$ cat config.mk
export PLATFORM = sky130hd
export DESIGN_NAME = spi_bus_bridge
export DESIGN_NICKNAME = d
export VERILOG_FILES = /design/src/rtl/spi_bridge_pkg.sv /design/src/rtl/spi_bus_bridge_sync_edge.sv /design/src/rtl/spi_bus_bridge.sv
export SDC_FILE = /design/constraint.sdc
export NUM_CORES = 1
export LEC_CHECK = 0
export CORE_UTILIZATION = 55
export DETAILED_ROUTE_END_ITERATION = 16
export PLACE_DENSITY = 0.79
export RECOVER_POWER = 50
export SLEW_MARGIN = 30
export SYNTH_ARGS = -nofsm -noshare
export SYNTH_HDL_FRONTEND = slang
export SYNTH_SLANG_ARGS = --single-unit
$ cat constraint.sdc
create_clock -name clk -period 2.25 [get_ports clk]
set_input_delay 0.5625 -clock clk [delete_from_list [all_inputs] [get_ports clk]]
set_output_delay 0.5625 -clock clk [all_outputs]
set_load 0.01 [all_outputs]
$ cat src/rtl/spi_bridge_pkg.sv
// Shared definitions for the SPI-to-peripheral-bus bridge: FSM encoding,
// command byte field positions, status byte layout and frame length.
package spi_bridge_pkg;

  typedef enum logic [2:0] {
    ST_IDLE,
    ST_CMD,
    ST_RD_CS,
    ST_RD_WAIT,
    ST_RD_CAP,
    ST_DATA,
    ST_WR_CS,
    ST_DONE
  } state_t;

  localparam int RW_BIT         = 7;
  localparam int AD_MSB         = 3;
  localparam int STATUS_IRQ_BIT = 7;
  localparam int FRAME_BITS     = 16;

  localparam logic [3:0] LAST_CMD_BIT  = 4'd7;
  localparam logic [3:0] LAST_DATA_BIT = 4'(FRAME_BITS - 1);

  function automatic logic [7:0] status_byte(input logic irq_level);
    logic [7:0] s;
    s = '0;
    s[STATUS_IRQ_BIT] = irq_level;
    return s;
  endfunction

endpackage

$ cat src/rtl/spi_bus_bridge_sync_edge.sv
// Multi-stage synchronizer for an asynchronous input, with one extra flop
// used to detect rising and falling edges of the synchronized level.
module spi_sync_edge #(
  parameter int STAGES = 2
) (
  input  logic clk,
  input  logic rst,
  input  logic din,
  output logic level,
  output logic rise,
  output logic fall
);

  logic [STAGES-1:0] sync_q, sync_d;
  logic              prev_q, prev_d;

  always_comb begin
    sync_d = {sync_q[STAGES-2:0], din};
    prev_d = sync_q[STAGES-1];
  end

  // Reset to 0 so a line already low at reset never produces a falling edge.
  always_ff @(posedge clk) begin
    if (rst) begin
      sync_q <= '0;
      prev_q <= 1'b0;
    end else begin
      sync_q <= sync_d;
      prev_q <= prev_d;
    end
  end

  assign level = sync_q[STAGES-1];
  assign rise  = level & ~prev_q;
  assign fall  = ~level & prev_q;

endmodule

$ cat src/rtl/spi_bus_bridge.sv
// SPI mode-0 slave that turns 16-bit frames into single-byte read/write
// cycles on the peripheral bus, reporting irq in the first MISO byte.
module spi_bus_bridge
  import spi_bridge_pkg::*;
#(
  parameter int SYNC_STAGES = 2
) (
  input  logic       clk,
  input  logic       rst,
  input  logic       spi_sck,
  input  logic       spi_ss_n,
  input  logic       spi_mosi,
  output logic       spi_miso,
  output logic [3:0] AD,
  output logic [7:0] DO,
  input  logic [7:0] DI,
  output logic       rw,
  output logic       cs,
  input  logic       irq
);

  logic sck_level, sck_rise, sck_fall;
  logic ss_high, ss_rise, ss_fall;

  spi_sync_edge #(.STAGES(SYNC_STAGES)) u_sck_sync (
    .clk   (clk),
    .rst   (rst),
    .din   (spi_sck),
    .level (sck_level),
    .rise  (sck_rise),
    .fall  (sck_fall)
  );

  spi_sync_edge #(.STAGES(SYNC_STAGES)) u_ss_sync (
    .clk   (clk),
    .rst   (rst),
    .din   (spi_ss_n),
    .level (ss_high),
    .rise  (ss_rise),
    .fall  (ss_fall)
  );

  logic [SYNC_STAGES-1:0] mosi_sync_q, mosi_sync_d;
  logic [SYNC_STAGES-1:0] irq_sync_q, irq_sync_d;
  logic                   mosi_s, irq_s;

  state_t     state_q, state_d;
  logic [3:0] bit_cnt_q, bit_cnt_d;
  logic [7:0] rx_q, rx_d, rx_next;
  logic [7:0] tx_q, tx_d, status;
  logic       miso_q, miso_d;
  logic       cs_q, cs_d;
  logic       rw_q, rw_d;
  logic [3:0] ad_q, ad_d;
  logic [7:0] do_q, do_d;
  logic       cmd_rw_q, cmd_rw_d;
  logic [3:0] cmd_ad_q, cmd_ad_d;

  assign mosi_s = mosi_sync_q[SYNC_STAGES-1];
  assign irq_s  = irq_sync_q[SYNC_STAGES-1];
  assign status = status_byte(irq_s);

  always_comb begin
    mosi_sync_d = {mosi_sync_q[SYNC_STAGES-2:0], spi_mosi};
    irq_sync_d  = {irq_sync_q[SYNC_STAGES-2:0], irq};
    state_d     = state_q;
    bit_cnt_d   = bit_cnt_q;
    rx_d        = rx_q;
    tx_d        = tx_q;
    miso_d      = miso_q;
    cs_d        = 1'b0;
    rw_d        = rw_q;
    ad_d        = ad_q;
    do_d        = do_q;
    cmd_rw_d    = cmd_rw_q;
    cmd_ad_d    = cmd_ad_q;
    rx_next     = {rx_q[6:0], mosi_s};

    // Deselect ends or aborts any frame; an issued read still completes on the bus
    // because its cs strobe is already registered.
    if (state_q != ST_IDLE && ss_high) begin
      state_d   = ST_IDLE;
      bit_cnt_d = '0;
      miso_d    = 1'b0;
    end else begin
      case (state_q)
        ST_IDLE: begin
          miso_d = 1'b0;
          if (ss_fall) begin
            state_d   = ST_CMD;
            bit_cnt_d = '0;
            rx_d      = '0;
            miso_d    = status[7];
            tx_d      = {status[6:0], 1'b0};
          end
        end
        ST_CMD: begin
          if (sck_rise) begin
            rx_d      = rx_next;
            bit_cnt_d = bit_cnt_q + 4'd1;
            if (bit_cnt_q == LAST_CMD_BIT) begin
              cmd_rw_d = rx_next[RW_BIT];
              cmd_ad_d = rx_next[AD_MSB:0];
              tx_d     = '0;
              if (rx_next[RW_BIT]) begin
                state_d = ST_RD_CS;
                cs_d    = 1'b1;
                rw_d    = 1'b1;
                ad_d    = rx_next[AD_MSB:0];
              end else begin
                state_d = ST_DATA;
              end
            end
          end else if (sck_fall) begin
            miso_d = tx_q[7];
            tx_d   = {tx_q[6:0], 1'b0};
          end
        end
        ST_RD_CS:   state_d = ST_RD_WAIT;
        ST_RD_WAIT: begin
          tx_d    = DI;
          state_d = ST_RD_CAP;
        end
        ST_RD_CAP:  state_d = ST_DATA;
        ST_DATA: begin
          if (sck_rise) begin
            rx_d      = rx_next;
            bit_cnt_d = bit_cnt_q + 4'd1;
            if (bit_cnt_q == LAST_DATA_BIT) begin
              if (!cmd_rw_q) begin
                state_d = ST_WR_CS;
                cs_d    = 1'b1;
                rw_d    = 1'b0;
                ad_d    = cmd_ad_q;
                do_d    = rx_next;
              end else begin
                state_d = ST_DONE;
              end
            end
          end else if (sck_fall) begin
            miso_d = tx_q[7];
            tx_d   = {tx_q[6:0], 1'b0};
          end
        end
        ST_WR_CS: state_d = ST_DONE;
        ST_DONE: begin
          if (sck_fall) begin
            miso_d = 1'b0;
          end
        end
        default: state_d = ST_IDLE;
      endcase
    end
  end

  always_ff @(posedge clk) begin
    if (rst) begin
      mosi_sync_q <= '0;
      irq_sync_q  <= '0;
      state_q     <= ST_IDLE;
      bit_cnt_q   <= '0;
      rx_q        <= '0;
      tx_q        <= '0;
      miso_q      <= 1'b0;
      cs_q        <= 1'b0;
      rw_q        <= 1'b1;
      ad_q        <= '0;
      do_q        <= '0;
      cmd_rw_q    <= 1'b0;
      cmd_ad_q    <= '0;
    end else begin
      mosi_sync_q <= mosi_sync_d;
      irq_sync_q  <= irq_sync_d;
      state_q     <= state_d;
      bit_cnt_q   <= bit_cnt_d;
      rx_q        <= rx_d;
      tx_q        <= tx_d;
      miso_q      <= miso_d;
      cs_q        <= cs_d;
      rw_q        <= rw_d;
      ad_q        <= ad_d;
      do_q        <= do_d;
      cmd_rw_q    <= cmd_rw_d;
      cmd_ad_q    <= cmd_ad_d;
    end
  end

  assign spi_miso = miso_q;
  assign cs       = cs_q;
  assign rw       = rw_q;
  assign AD       = ad_q;
  assign DO       = do_q;

  // Edge detects on these lines are not needed by the FSM.
  logic unused_edges;
  assign unused_edges = sck_level ^ ss_rise;

endmodule
After elaboration in Yosys (flattened, before gate mapping)
Cells that the tools add are included.
- order comparisons: 0
- bitwise operators: 8
- multiplexer cells: 45
- shifts and indexed selects: 0
- equality and inequality tests: 22
- divide/modulo/power cells: 0
- multiply operators: 0
- $add $sub $neg: 1
- reductions and logical operators: 18
- operator list (kind ; number):
    2-to-1 mux 8 bit ; 5
    2-to-1 mux 4 bit ; 8
    case mux 8 bit (4 select lines) ; 1
    case mux 3 bit (7 select lines) ; 1
    != test 2 bit (second input constant) ; 10
    2-to-1 mux 3 bit ; 6
    2-to-1 mux 1 bit ; 17
    case mux 4 bit (2 select lines) ; 2
    case mux 7 bit (2 select lines) ; 1
    equality test 3 bit (second input constant) ; 4
    AND reduction 4 bit ; 3
    AND reduction 5 bit ; 2
    AND reduction 8 bit ; 1
    2-to-1 mux 7 bit ; 1
    nonzero test 7 bit ; 1
    equality test 3 x 2 -> 1 bit (second input constant) ; 2
    AND reduction 6 bit ; 1
    nonzero test 3 bit ; 2
    NOT 1 bit ; 5
    adder 4 x 1 -> 4 bit (second input constant) ; 1
    equality test 4 x 3 -> 1 bit (second input constant) ; 1
    equality test 4 bit (second input constant) ; 1
    != test 2 x 1 -> 1 bit (second input constant) ; 2
    case mux 1 bit (2 select lines) ; 2
    10 further kinds ; 14
- input bits: 14
- latch bits: 0
- flip-flop bits (word level): 52
- logic and storage cells: 111
- memories kept: 0
- bits in read-only memories: 0
- output and inout bits: 15
- bits in writable memories: 0

Longest topological paths before layout
- depth in word-level cells: 5
- depth in mapped cells: 6
- depth with buffers taken out: 5

By module
Synthesis repeated with hierarchy kept, for this count alone.
- cell total of the unflattened synthesis: 242
- area, all modules: 2249.7 µm²
- by module, submodules not included (module ; cells each ; times used ; area an instance (µm²)):
    spi_bus_bridge ; 226 ; 1 ; 2067.0
    spi_sync_edge ; 8 ; 2 ; 91.3

Worst setup path after synthesis
OpenSTA, ideal clock, no wires.
- path kind: flip-flop to flip-flop
- start point: register bit_cnt_q[0]
- end point: register rw_q (netlist: rw)
- library setup time: 0.122 ns
- data arrival time: 1.630 ns
- setup slack: 0.498 ns
- period minus slack after synthesis: 1.752 ns
- cell stages (with the launch flop): 6
- required time: 2.128 ns
- path through: dfxtp_1 -> ha_1 -> nand2_1 -> or3_4 -> or2_4 -> a221o_1
- longest elaborated chain between the ends: 3
- elaborated cells on any way between the ends: 5
- those cells by class: 4 x eq/ne; 1 x reduce/logical
- ends and longest elaborated chain (element ; line ; source):
    start, declared ; spi_bus_bridge.sv:48 ; logic [3:0] bit_cnt_q, bit_cnt_d;
    start signal, assigned ; spi_bus_bridge.sv:175 ; bit_cnt_q <= bit_cnt_d;
    equality test 4 bit / equality test 4 x 3 -> 1 bit (equally long branches) ; spi_bus_bridge.sv:129, spi_bus_bridge.sv:101 ;
    != test 2 bit (no source line) ; -- ;
    AND reduction 8 bit (no source line) (*) ; -- ;
    end signal, assigned ; spi_bus_bridge.sv:180 ; rw_q <= rw_d;
    end, declared ; spi_bus_bridge.sv:53 ; logic rw_q, rw_d;
Every way passes the cells marked *; elsewhere a longest branch is shown, timed or not.
A chain may end at the register's enable or synchronous reset.

==> flow_metrics.tcl <==
set metrics [dict create \
    hold_depth 1 \
    swShare_pct 23.4 \
    crit_buf_inv 2 \
    final_hold_viol_count 0 \
    clkSinkCount 52 \
    synthArstFlopShare_pct 0 \
    drive_gt1_share_pct 10.4 \
    slew_headroom_pct 48.1 \
    pin_count 29 \
    timing.rr.start "state_q[0]" \
    rsz0062_at_grt "no" \
    grt_pass1_vias 1704 \
    end_kind "register" \
    nNetsFinal 292 \
    yosysTopAreaCell "dfxtp_1" \
    io_buffer_count 28 \
    cts-root-buf "clkbuf_8" \
    pre_cts_slack_ps 303 \
    post_cts_buffers 0 \
    criticalPathCategory "in2reg" \
    hold_path_class "reg2reg" \
    timing.setup.tns_ps 0 \
    p_comb_share_pct 4.9 \
    fillers 321 \
    fin_crit_ps 1980 \
    hold_buffers 0 \
    syn-num-nets 263 \
    num_vias 1873 \
    crit_path_max_fanout 37 \
    intPower_uw 1190 \
    ant_nets 0 \
    die_h_microns 67.2 \
    fin_skew_ps 6.62 \
    worstHoldStart "mosi_sync_q[0]" \
    drcViolationCount 0 \
    grt_use_total_pct 23.4 \
    worstMarginPinSlew_ps 770 \
    arrival_ps 2230 \
    power.switching_uw 364 \
    via_per_inst 5.71 \
    startpoint_type "input pin" \
    yosysMostFrequentCell "dfxtp_1" \
    syn_inst 248 \
    cts_max_level 2 \
    setup_viol 0 \
    setup_slack_ps 273 \
    cp_slowest_cell "dlygate4sd3_1" \
    tritoncts "built" \
    netlist_top_cells_area "dfxtp_1 (44%), mux2i_1 (10%), nor2_1 (4.0%)" \
    status "complete, no violations" \
    required_ps 2500 \
    path_cells "dlygate4sd3_1 > clkbuf_2 > nor4_1 > a31o_2" \
    start_util_pct 58.1 \
    firstDrtPassIters 4 \
    mappedNetlistArea_sq_um 2340 \
    grt_max_degree 38 \
    synthFlopType "dfxtp_1" \
    antenna_found_initial 0 \
    vdd_ir_drop_max_mv 0.504 \
    numCtsBuffers 5 \
    hold_end "mosi_sync_q[1]" \
    ys_seq_area_share_pct 44.5 \
    leakage_uw 0.00101 \
    seq_area_sq_um 1040 \
    grt_first_pass_wirelength_microns 7970 \
    cp_slowest_stage_delay_ps 590 \
    multi_input_area_sq_um 1190 \
    routedWlPerCell_microns 15.1 \
    critical_path.startpoint "rst" \
    period_share_pct 87.9 \
    die_area_sq_um 4520 \
    die_x_microns 67.2 \
    yosysWarnings 0 \
    synth_top_area_share_pct 44.5 \
    synthTopCellsByCount "dfxtp_1 (52), nor2_1 (25), mux2i_1 (24)" \
    synth_area_per_cell_sq_um 9.43 \
    clk_path_buf_depth 2 \
    clock_latency_ps 310 \
    r2r_cells 4 \
    rows 23 \
    p_per_area_nw_per_um2 563 \
    timing.fmax_ghz 0.506 \
    drt_iter0_markers 139 \
    drv_slew 0 \
    path_clk_slew_ps 90 \
    drt-total-wl_microns 4940 \
    cts_resized 0 \
    coreArea_sq_um 4030 \
    dp_hpwl_microns 3490 \
    synth_seq_cells 52 \
    r2r_slack_ps 290 \
    pwr-share-clk_pct 34.9 \
    gp_congestion 0.958 \
    synth.distinct_cells 44 \
    r2r_end "rw" \
    p_seq_share_pct 60.2 \
    path_delay_family "buffers and inverters" \
    syn_to_final_growth_pct 18.2 \
    cap_violations 0 \
    diodes 0 \
    synth_edf_count 0 \
    overflow 0 \
]
==> power by group through the flow <==
stage | clock network, uW | registers, uW | logic (uW)
2_1_floorplan | 0 | 953 | 45.3
3_3_place_gp | 0 | 959 | 77.6
3_5_place_dp | 0 | 959 | 78.8
4_1_cts | 552 | 937 | 79.0
5_1_grt | 591 | 939 | 83.3
6_report | 544 | 938 | 77.0
==> worst max path at each step <==
stage	to	slack, ps	cells past startpoint
floorplan	rw	500	5
global placement	rw	330	4
detailed placement	AD[1]	300	4
CTS	rw	310	4
global route	tx_q[7]	170	5
finish	AD[2]	270	4
==> through the flow <==
stage | total power [uW] | std cells | hold WS, ps | util [%] | cell area [sq um]
after floorplan | 998 | 248 | 414 | - | 2340
after global placement | 1040 | 320 | 418 | 66.6 | 2680
after detailed placement | 1040 | 320 | 426 | 66.6 | 2680
after CTS | 1570 | 328 | 449 | 68.8 | 2770
after global routing | 1610 | 328 | 460 | 68.7 | 2770
final | 1560 | 328 | 444 | 68.7 | 2770
==> metal layers <==
metal	vias to the layer above	track usage (%)	routed length [microns]
met5	-	0	0
met4	0	10.1	92
met3	11	4.90	240
met2	47	34.4	2170
met1	864	32.8	2440
li1	951	-	-
==> cell usage in the layout, fill, tap and decap left out, types with 4 or more instances in the layout <==
cell type / n
a21oi_1: 9
a22oi_1: 9
a31o_2: 5
buf_4: 7
clkbuf_8: 5
clkdlybuf4s50_1: 17
dfxtp_1: 52
dlygate4sd3_1: 11
inv_1: 10
mux2i_1: 24
nand2_1: 17
nand2b_1: 4
nand3_1: 5
nor2_1: 25
nor2b_1: 14
nor3_1: 4
nor4_1: 5
o21ai_0: 7
o32ai_1: 7
==> state kept, by name (all words and copies together), names as in the netlist, 3 cells and up <==
register	flops
AD	4
DO	8
bit_cnt_q	4
cmd_ad_q	4
rx_q	7
state_q	3
tx_q	8
==> logic make-up after synthesis <==
family                   synth area share (%)
AO/OA/AOI/OAI                            16.2
XOR/XNOR                                0.749
adder cells (fa/ha/maj)                 0.535
buffers and inverters                    4.49
flip-flops                               44.5
multiplexers                             11.2
AND/OR/NAND/NOR                          22.3
==> cell type report <==
class | count | area share (%)
Multi-Input combinational cell | 171 | 43.1
Sequential cell | 52 | 37.6
Timing Repair Buffer | 37 | 12.3
Clock buffer | 6 | 2.62
Tap cell | 50 | 2.26
Inverter | 10 | 1.36
Clock inverter | 2 | 0.633
No activity file was read; power rests on OpenSTA's default activity.
